===== config.mk =====
export PLATFORM = sky130hd
export DESIGN_NAME = demux_deser8
export DESIGN_NICKNAME = d
export VERILOG_FILES = /design/src/rtl/demux_deser8_pkg.sv /design/src/rtl/demux_slot_dec.sv /design/src/rtl/demux_deser8.sv
export SDC_FILE = /design/constraint.sdc
export NUM_CORES = 1
export LEC_CHECK = 0
export BUFFER_PORTS_ARGS = -buffer_cell sky130_fd_sc_hd__buf_4
export CAP_MARGIN = 20
export CELL_PAD_IN_SITES_DETAIL_PLACEMENT = 0
export CELL_PAD_IN_SITES_GLOBAL_PLACEMENT = 1
export CORE_ASPECT_RATIO = 0.9
export CORE_MARGIN = 1.5
export CORE_UTILIZATION = 37
export DETAILED_ROUTE_END_ITERATION = 10
export PLACE_DENSITY_LB_ADDON = 0.1
export SYNTH_ARGS = -nofsm -noshare
export SYNTH_HDL_FRONTEND = slang
export SYNTH_SLANG_ARGS = --single-unit

===== constraint.sdc =====
create_clock -name clk -period 1.8 [get_ports clk]
set_input_delay 0.36 -clock clk [delete_from_list [all_inputs] [get_ports clk]]
set_output_delay 0.36 -clock clk [all_outputs]
set_load 0.01 [all_outputs]

===== src/rtl/demux_deser8_pkg.sv =====
// -----------------------------------------------------------------------------
// demux_deser8_pkg
// Shared constants for the serial-to-parallel deserializer.
//   DESER_WIDTH      : default word width (power of 2, >= 2)
//   DESER_SEL_W      : default slot counter width, log2(DESER_WIDTH)
//   DESER_SLOT_FIRST : slot that a new word starts in
//   deser_last_slot(): slot index holding the word's MSB for a given width
// -----------------------------------------------------------------------------
`ifndef DEMUX_DESER8_PKG_SV
`define DEMUX_DESER8_PKG_SV

package demux_deser8_pkg;

    localparam int DESER_WIDTH      = 8;
    localparam int DESER_SEL_W      = 3;
    localparam int DESER_SLOT_FIRST = 0;

    // Last slot of a word; the bit landing here completes the word.
    function automatic int deser_last_slot(input int width);
        return width - 1;
    endfunction

endpackage

`endif


===== src/rtl/demux_slot_dec.sv =====
// -----------------------------------------------------------------------------
// demux_slot_dec
// 1-to-WIDTH demux tree producing one-hot write enables for the assembly
// register. The tree mirrors the transmit-side bit-select mux tree: the root
// is the enable, each level splits on one select bit, MSB at the root.
//
// Ports:
//   en   in   1      gate; all enables are 0 when low
//   sel  in   SEL_W  slot to enable
//   we   out  WIDTH  one-hot (or zero) per-bit write enables
// -----------------------------------------------------------------------------
module demux_slot_dec #(
    parameter int WIDTH = 8,
    parameter int SEL_W = 3
) (
    input  logic             en,
    input  logic [SEL_W-1:0] sel,
    output logic [WIDTH-1:0] we
);

    // Level gi consumes select bit SEL_W-1-gi and doubles the node count.
    // Node gp at a level feeds children 2*gp (bit=0) and 2*gp+1 (bit=1), so
    // the leaf position equals the binary value of sel.
    genvar gi, gp;
    generate
        for (gi = 0; gi < SEL_W; gi++) begin : g_lvl
            logic [(1 << gi)-1:0] parent;
            logic [(2 << gi)-1:0] node;

            if (gi == 0) begin : g_root
                assign parent = en;
            end else begin : g_inner
                assign parent = g_lvl[gi-1].node;
            end

            for (gp = 0; gp < (1 << gi); gp++) begin : g_split
                assign node[2*gp]   = parent[gp] & ~sel[SEL_W-1-gi];
                assign node[2*gp+1] = parent[gp] &  sel[SEL_W-1-gi];
            end
        end
    endgenerate

    assign we = g_lvl[SEL_W-1].node;

endmodule


===== src/rtl/demux_deser8.sv =====
// -----------------------------------------------------------------------------
// demux_deser8
// Serial-to-parallel deserializer. Each accepted serial bit (LSB first) is
// steered by a slot counter through a demux into the assembly register; the
// bit in the last slot completes the word, which is copied into an output
// holding register and offered on a valid/ready interface.
//
// Ports:
//   clk        in   1      rising-edge clock
//   rst_n      in   1      asynchronous active-low reset
//   ser_in     in   1      serial data bit
//   ser_valid  in   1      ser_in valid this cycle
//   ser_start  in   1      bit is slot 0 of a new word (qualified by ser_valid)
//   ser_ready  out  1      bit can be accepted this cycle (combinational)
//   par_data   out  WIDTH  assembled word
//   par_valid  out  1      par_data valid
//   par_ready  in   1      consumer takes par_data
//   frame_err  out  1      sticky: ser_start arrived mid-word
//   err_clr    in   1      synchronous clear of frame_err (a new error wins)
//   slot       out  SEL_W  current slot counter (debug)
//
// WIDTH must be a power of 2 (>= 2) and SEL_W must equal log2(WIDTH); the
// slot counter relies on natural binary wrap from WIDTH-1 to 0.
// -----------------------------------------------------------------------------
module demux_deser8
    import demux_deser8_pkg::*;
#(
    parameter int WIDTH = DESER_WIDTH,
    parameter int SEL_W = DESER_SEL_W
) (
    input  logic             clk,
    input  logic             rst_n,
    input  logic             ser_in,
    input  logic             ser_valid,
    input  logic             ser_start,
    output logic             ser_ready,
    output logic [WIDTH-1:0] par_data,
    output logic             par_valid,
    input  logic             par_ready,
    output logic             frame_err,
    input  logic             err_clr,
    output logic [SEL_W-1:0] slot
);

    localparam logic [SEL_W-1:0] SLOT_FIRST = SEL_W'(DESER_SLOT_FIRST);
    localparam logic [SEL_W-1:0] SLOT_NEXT  = SEL_W'(DESER_SLOT_FIRST + 1);
    localparam logic [SEL_W-1:0] SLOT_LAST  = SEL_W'(deser_last_slot(WIDTH));

    // State
    logic [SEL_W-1:0] slot_reg,      slot_next;
    logic [WIDTH-1:0] asm_reg,       asm_next;
    logic [WIDTH-1:0] par_data_reg,  par_data_next;
    logic             par_valid_reg, par_valid_next;
    logic             frame_err_reg, frame_err_next;

    // Control
    logic             at_last;
    logic             accept;
    logic             complete;
    logic             start_err;
    logic [SEL_W-1:0] wr_slot;
    logic [WIDTH-1:0] bit_we;

    assign at_last = (slot_reg == SLOT_LAST);

    // Only the completing bit can stall: it needs the holding register free
    // (or being drained this same cycle). This is a deliberate combinational
    // path from par_ready to ser_ready.
    assign ser_ready = ~(par_valid_reg & ~par_ready & at_last);
    assign accept    = ser_valid & ser_ready;

    // ser_start forces the write into slot 0 whatever the counter says, so a
    // start bit can never be a completing bit.
    assign wr_slot   = ser_start ? SLOT_FIRST : slot_reg;
    assign complete  = accept & ~ser_start & at_last;
    assign start_err = accept & ser_start & (slot_reg != SLOT_FIRST);

    demux_slot_dec #(
        .WIDTH (WIDTH),
        .SEL_W (SEL_W)
    ) u_slot_dec (
        .en  (accept),
        .sel (wr_slot),
        .we  (bit_we)
    );

    // Demux write: only the enabled slot takes ser_in, the rest hold. Bits
    // left over from an aborted word stay stale until rewritten.
    genvar gi;
    generate
        for (gi = 0; gi < WIDTH; gi++) begin : g_asm
            assign asm_next[gi] = bit_we[gi] ? ser_in : asm_reg[gi];
        end
    endgenerate

    always_comb begin
        slot_next = slot_reg;
        if (accept) begin
            slot_next = ser_start ? SLOT_NEXT : slot_reg + SEL_W'(1);
        end
    end

    // The completing bit is taken straight from ser_in so the word is
    // visible in par_data at the same edge as the last bit.
    always_comb begin
        par_data_next  = par_data_reg;
        par_valid_next = par_valid_reg;
        if (complete) begin
            par_data_next  = {ser_in, asm_reg[WIDTH-2:0]};
            par_valid_next = 1'b1;
        end else if (par_valid_reg && par_ready) begin
            par_valid_next = 1'b0;
        end
    end

    // A new error takes priority over a simultaneous clear.
    always_comb begin
        frame_err_next = frame_err_reg;
        if (start_err) begin
            frame_err_next = 1'b1;
        end else if (err_clr) begin
            frame_err_next = 1'b0;
        end
    end

    always_ff @(posedge clk or negedge rst_n) begin
        if (!rst_n) begin
            slot_reg      <= '0;
            asm_reg       <= '0;
            par_data_reg  <= '0;
            par_valid_reg <= 1'b0;
            frame_err_reg <= 1'b0;
        end else begin
            slot_reg      <= slot_next;
            asm_reg       <= asm_next;
            par_data_reg  <= par_data_next;
            par_valid_reg <= par_valid_next;
            frame_err_reg <= frame_err_next;
        end
    end

    assign slot      = slot_reg;
    assign par_data  = par_data_reg;
    assign par_valid = par_valid_reg;
    assign frame_err = frame_err_reg;

endmodule


==> qor.txt, run 1 <==
Status: finished, final reports clean
Clock Latency Late Sink: 0.30 ns
Ys async rst share: 100%
Largest net degree at the start of global routing: 21
First-pass GRT wire length: 3.22 mm
Min Tclk post-route: 1.80 ns
Top cells by area, synth: dfrtp_1 (53%), mux2_2 (20%), ha_1 (4.0%)
Period utilization: 99.8%
RSZ-0062 raised after global routing: true
# IOs: 21
Dpl ws: 0.00126 ns
Syn nets: 81
Initial DRC count: 8
Pwr Total: 1.39 mW
Met2 usage: 21.6%
Post-synth top area share: 53.3%
Placed cell area: 1180 sq um
Top cells by count, synth: dfrtp_1 (20), mux2_2 (17), inv_1 (5), nand2b_1 (4)
Top-count cell post-synth: dfrtp_1
Worst setup SP type: flip-flop
Hold Slack: 0.248 ns
Mapped Cells: 71
Initial antenna violation count: 0
CP Capture Type: output pin
Critical Path AT: 1.44 ns
Area grow syn2layout: 35.7%
Synthesized area per cell: 13.2 sq um
#FFs+latches synth: 20
Fin. max-slew vios: 0
Routed Antenna Nets: 0
GR Overflow Total: 0
Total GRT Usage: 15.1%
Critical Path RT: 1.44 ns
Yosys synthesis warning count: 0
Cells on worst reg2reg path: 5
Gr busiest metal: met2
Drt drc: 0
Die ar.: 2850 sq um
Flop2flop setup slack: 0.05 ns
Max_slew headroom: 78.8%
Reg2Reg Launch Point: slot[1]
H-Tree Depth: 1
Vias in the first global route: 654
Fillers: 225
Clk slew on worst S/H paths: 0.10 ns
Gp weighted congestion: 0.804
TritonCTS clock tree: yes
Core Util, Final: 52.5%
Worst IR Drop VDD: 737 uV
Worst hold path endpoint: frame_err
Clock skew: 0.00296 ns
Ant diodes: 0
Placement Rows: 17
Sequential area share after synthesis: 53.3%
Vias/cell: 5.12
Layout Nets: 113
I/O Buffers: 20
Total leakage power: 0.603 nW
GR Util met1: 20.7%
Root Buffer: clkbuf_4
Clock Tree Buf Depth: 2
Vias: 666
Design Area, Final: 1270 sq um
Largest register FFs: 8
Crit Path Class: flip-flop to output pin
Hold path start: err_clr
Netlist cell types: 21
Synth area leader: dfrtp_1
Final setup fails: 0
Achievable Freq: 0.557 GHz
Sink Count: 20
GR Util met3: 6.44%
Main synth FF type: dfrtp_1
Inst Count DP: 124
Layout Cells excl Fill: 130
Worst slew pin tran: 0.316 ns
TritonRoute pass-1 iters: 3
Die Ht: 50.8 um
Detailed Place HPWL: 1.32 mm
Fin Setup TNS: 0 ns
Die Wd: 56.1 um
HP Class: input port to flip-flop
Initial Util: 38.7%
CTS Buf Count: 3
Hold Crit Depth: 2
Number of synthesized flops with an enable pin: 0
R2r endpoint: asm_reg[5]
Avg WL per Cell: 14.0 um
Max Cap Viol: 0
Crit-path max FO: 4
Layout cell share with drive strength beyond 1: 55.9%
Power Density: 1090 nW/um^2
Total wire length: 1.82 mm
Post-Syn Area: 938 sq um
CORE AREA: 2420 sq um
PnR worst setup slack: 0.00339 ns
Final hold vios: 0
[layout by cell type (no fill, tap or decap), types with 2 or more instances in the layout]
master,synthesis,routed
inv_1,5,4
nand4_1,3,3
buf_4,0,25
ha_4,0,2
nand2b_1,4,4
mux2_2,17,16
clkbuf_4,0,3
o21ai_0,2,2
dfrtp_1,20,18
nor3b_1,2,2
dfrtp_2,0,2
nor4_1,2,2
[where the power goes]
part | leakage, nW | internal (mW) | switching [mW]
sequential | 0.258 | 0.598 | 0.0766
clock | 0.0150 | 0.0864 | 0.130
combinational | 0.330 | 0.293 | 0.205
total | 0.603 | 0.977 | 0.411
[layout make-up]
type / count / area (sq um) / share of cell area [%]
Tap cell: 28 / 35.0 / 2.75
Multi-Input combinational cell: 45 / 462 / 36.2
Sequential cell: 20 / 503 / 39.5
Clock buffer: 4 / 26.3 / 2.06
Timing Repair Buffer: 28 / 229 / 18.0
Inverter: 5 / 18.8 / 1.47
[kinds of logic (layout without fill, tap and decap cells)]
logic type	count (synthesis)	count (layout)	synth area share, %
flip-flops	20	20	53.3
AND/OR/NAND/NOR	20	20	16.0
multiplexers	18	18	21.5
buffers and inverters	6	37	2.53
AO/OA/AOI/OAI	4	4	2.67
adder cells (fa/ha/maj)	3	3	4.00
[timing repair]
action                                  CTS  global route
hold buffers                              1             0
hold endpoints to repair                 20             0
gates resized for setup                   7             3
pin swaps                                 2             0
setup buffers                             2             0
endpoints found under the setup margin    2             9
[worst max-delay path by stage]
stage | to | start | slack [ns] | cells past startpoint
6_report | ser_ready | slot[1] | 0.003 | 5
5_1_grt | ser_ready | slot[1] | -0.08 | 5
4_1_cts | ser_ready | slot[1] | -0.02 | 5
3_5_place_dp | asm_reg[5] | slot[0] | 0.001 | 5
3_3_place_gp | asm_reg[5] | slot[0] | 0.05 | 5
2_1_floorplan | asm_reg[4] | slot[0] | 0.02 | 5
[per-layer routing]
metal / routed length [um] / up-vias
li1: - / 320
met4: 29 / 0
met1: 863 / 325
met3: 115 / 5
met5: 0 / -
met2: 808 / 16
[worst max-delay path, cell delays in order, from the launching register on]
cell	delay, ns
dfrtp_2	0.44
ha_4	0.17
ha_4	0.15
and3b_2	0.22
inv_2	0.07
buf_6	0.10
Note: power is estimated with default switching activity, not from simulation.
==> run 2, diff against run 1 <==
Settings changed: REMOVE_ABC_BUFFERS set to 1.
==> qor.txt, run 2 (synthesis results as in run 1) <==
Status: finished, final reports clean
Gr busiest metal: met2
Vias: 629 (-5.6%)
CP Capture Type: output pin
I/O Buffers: 20 (unchanged)
Critical Path RT: 1.44 ns (about the same)
Most frequent cells in the layout: buf_4 (24), dfrtp_1 (20), mux2_2 (17)
Hold Slack: 0.234 ns (-0.0131 ns)
Fin Setup TNS: 0 ns (unchanged)
Die ar.: 2850 sq um (unchanged)
Layout cell share with drive strength beyond 1: 54.0% (-1.9 points)
Fillers: 225 (unchanged)
First-pass GRT wire length: 3.04 mm (-5.6%)
Inst Count DP: 123 (-0.81%)
Sink Count: 20 (unchanged)
Initial Util: 38.7% (unchanged)
Total wire length: 1.71 mm (-5.7%)
GR Overflow Total: 0 (unchanged)
PnR worst setup slack: 0.0107 ns (+0.00726 ns)
Area grow syn2layout: 31.2%
Total GRT Usage: 14.3% (-0.83 points)
Layout Nets: 112 (-0.88%)
CORE AREA: 2420 sq um (unchanged)
TritonRoute pass-1 iters: 2 (-1)
Commonest non-fill, non-tap cell in the layout: buf_4
Clock skew: 0.00951 ns (+0.00655 ns)
CTS Buf Count: 3 (unchanged)
Crit-path max FO: 4 (unchanged)
Final setup fails: 0 (unchanged)
Period utilization: 99.4% (-0.40 points)
Clk slew on worst S/H paths: 0.11 ns (about the same)
Power Density: 1090 nW/um^2 (about the same)
Ant diodes: 0 (unchanged)
Largest net degree at the start of global routing: 21 (unchanged)
Largest register FFs: 8 (unchanged)
Avg WL per Cell: 13.4 um (-4.2%)
Placement Rows: 17 (unchanged)
FF+latch area: 500 sq um (-0.50%)
Routed Antenna Nets: 0 (unchanged)
Min Tclk post-route: 1.79 ns (-0.00726 ns)
Die Wd: 56.1 um (unchanged)
Met2 usage: 21.8% (+0.20 points)
Multi-input gate area: 433 sq um (-6.2%)
Max Cap Viol: 0 (unchanged)
GR Util met1: 19.2% (-1.5 points)
GR Util met3: 4.64% (-1.8 points)
Worst IR Drop VDD: 754 uV (+2.3%)
Vias/cell: 4.91 (-4.1%)
Crit Path Class: flip-flop to output pin
Total leakage power: 0.590 nW (-2.1%)
Root Buffer: clkbuf_4
Final hold vios: 0 (unchanged)
Critical Path AT: 1.43 ns (about the same)
Achievable Freq: 0.559 GHz (+0.41%)
Layout Cells excl Fill: 128 (-1.5%)
Initial DRC count: 9 (+1)
TritonCTS clock tree: yes
Vias in the first global route: 627 (-4.1%)
Dpl ws: -0.00804 ns (-0.00930 ns)
Pwr Total: 1.34 mW (-3.3%)
Clock Tree Buf Depth: 2 (unchanged)
Flop2flop setup slack: 0.04 ns (about the same)
Drt drc: 0 (unchanged)
Worst setup SP type: flip-flop
Worst slew pin tran: 0.286 ns (-0.0294 ns)
Die Ht: 50.8 um (unchanged)
Fin. max-slew vios: 0 (unchanged)
Clock Latency Late Sink: 0.29 ns (about the same)
Detailed Place HPWL: 1.22 mm (-7.6%)
Initial antenna violation count: 0 (unchanged)
# IOs: 21 (unchanged)
Max_slew headroom: 80.7% (+2.0 points)
HP Class: input port to flip-flop
RSZ-0062 raised after global routing: true
Gp weighted congestion: 0.743 (-7.6%)
H-Tree Depth: 1 (unchanged)
## run 2: changes by cell type in the layout (fill, tap and decap cells not counted), sizes merged
cell | before | now
buf | 27 | 26
clkbuf | 4 | 3
## run 2: timing repair
item                       4_1_cts  5_1_grt
pin swaps                        1        0
hold buffers                     1        0
gates cloned                     0        0
setup buffers                    1        0
gates resized for setup          5        2
hold endpoints to repair        20        0
setup endpoints to repair        2        4
## run 2: area by class of cell
type,count,area share [%]
sequential,20,40.7
multi-input combinational,45,35.2
timing repair buffer,27,18.0
tap,28,2.85
clock buffer,3,1.83
inverter,5,1.52
## run 2: metal layers
metal	wire length, um	share of wire, %
met1	891	52
met2	740	43
met3	63	3.7
met4	17	0.99
met5	0	0
## run 2: final timing paths
path	from	to	cells past startpoint
hold / removal	err_clr	frame_err	2
setup / recovery	slot[0]	ser_ready	5
min in group asynchronous	rst_n	frame_err	2
max in group asynchronous	rst_n	par_data[0]	2
hold reg to reg	asm_reg[6]	par_data[6]	1
setup reg to reg	slot[0]	asm_reg[5]	5
## run 2: through the flow
stage                     cell area, sq um  utilization, %
after CTS                             1220            50.3
after detailed placement              1170            48.2
after global placement                1170            48.2
after global routing                  1230            50.8
after floorplan                        933               -
final                                 1230            50.8
## run 2: critical path: stages (launching register included)
cell and delay, ns:
dfrtp_1 0.39, ha_2 0.20, ha_4 0.15, and3b_2 0.23, inv_2 0.08, buf_6 0.09
## run 2: report_power, final
group	internal, mW	switching [mW]	leakage [nW]
Combinational	0.278	0.190	0.316
Clock	0.0778	0.131	0.0138
Sequential	0.595	0.0705	0.260
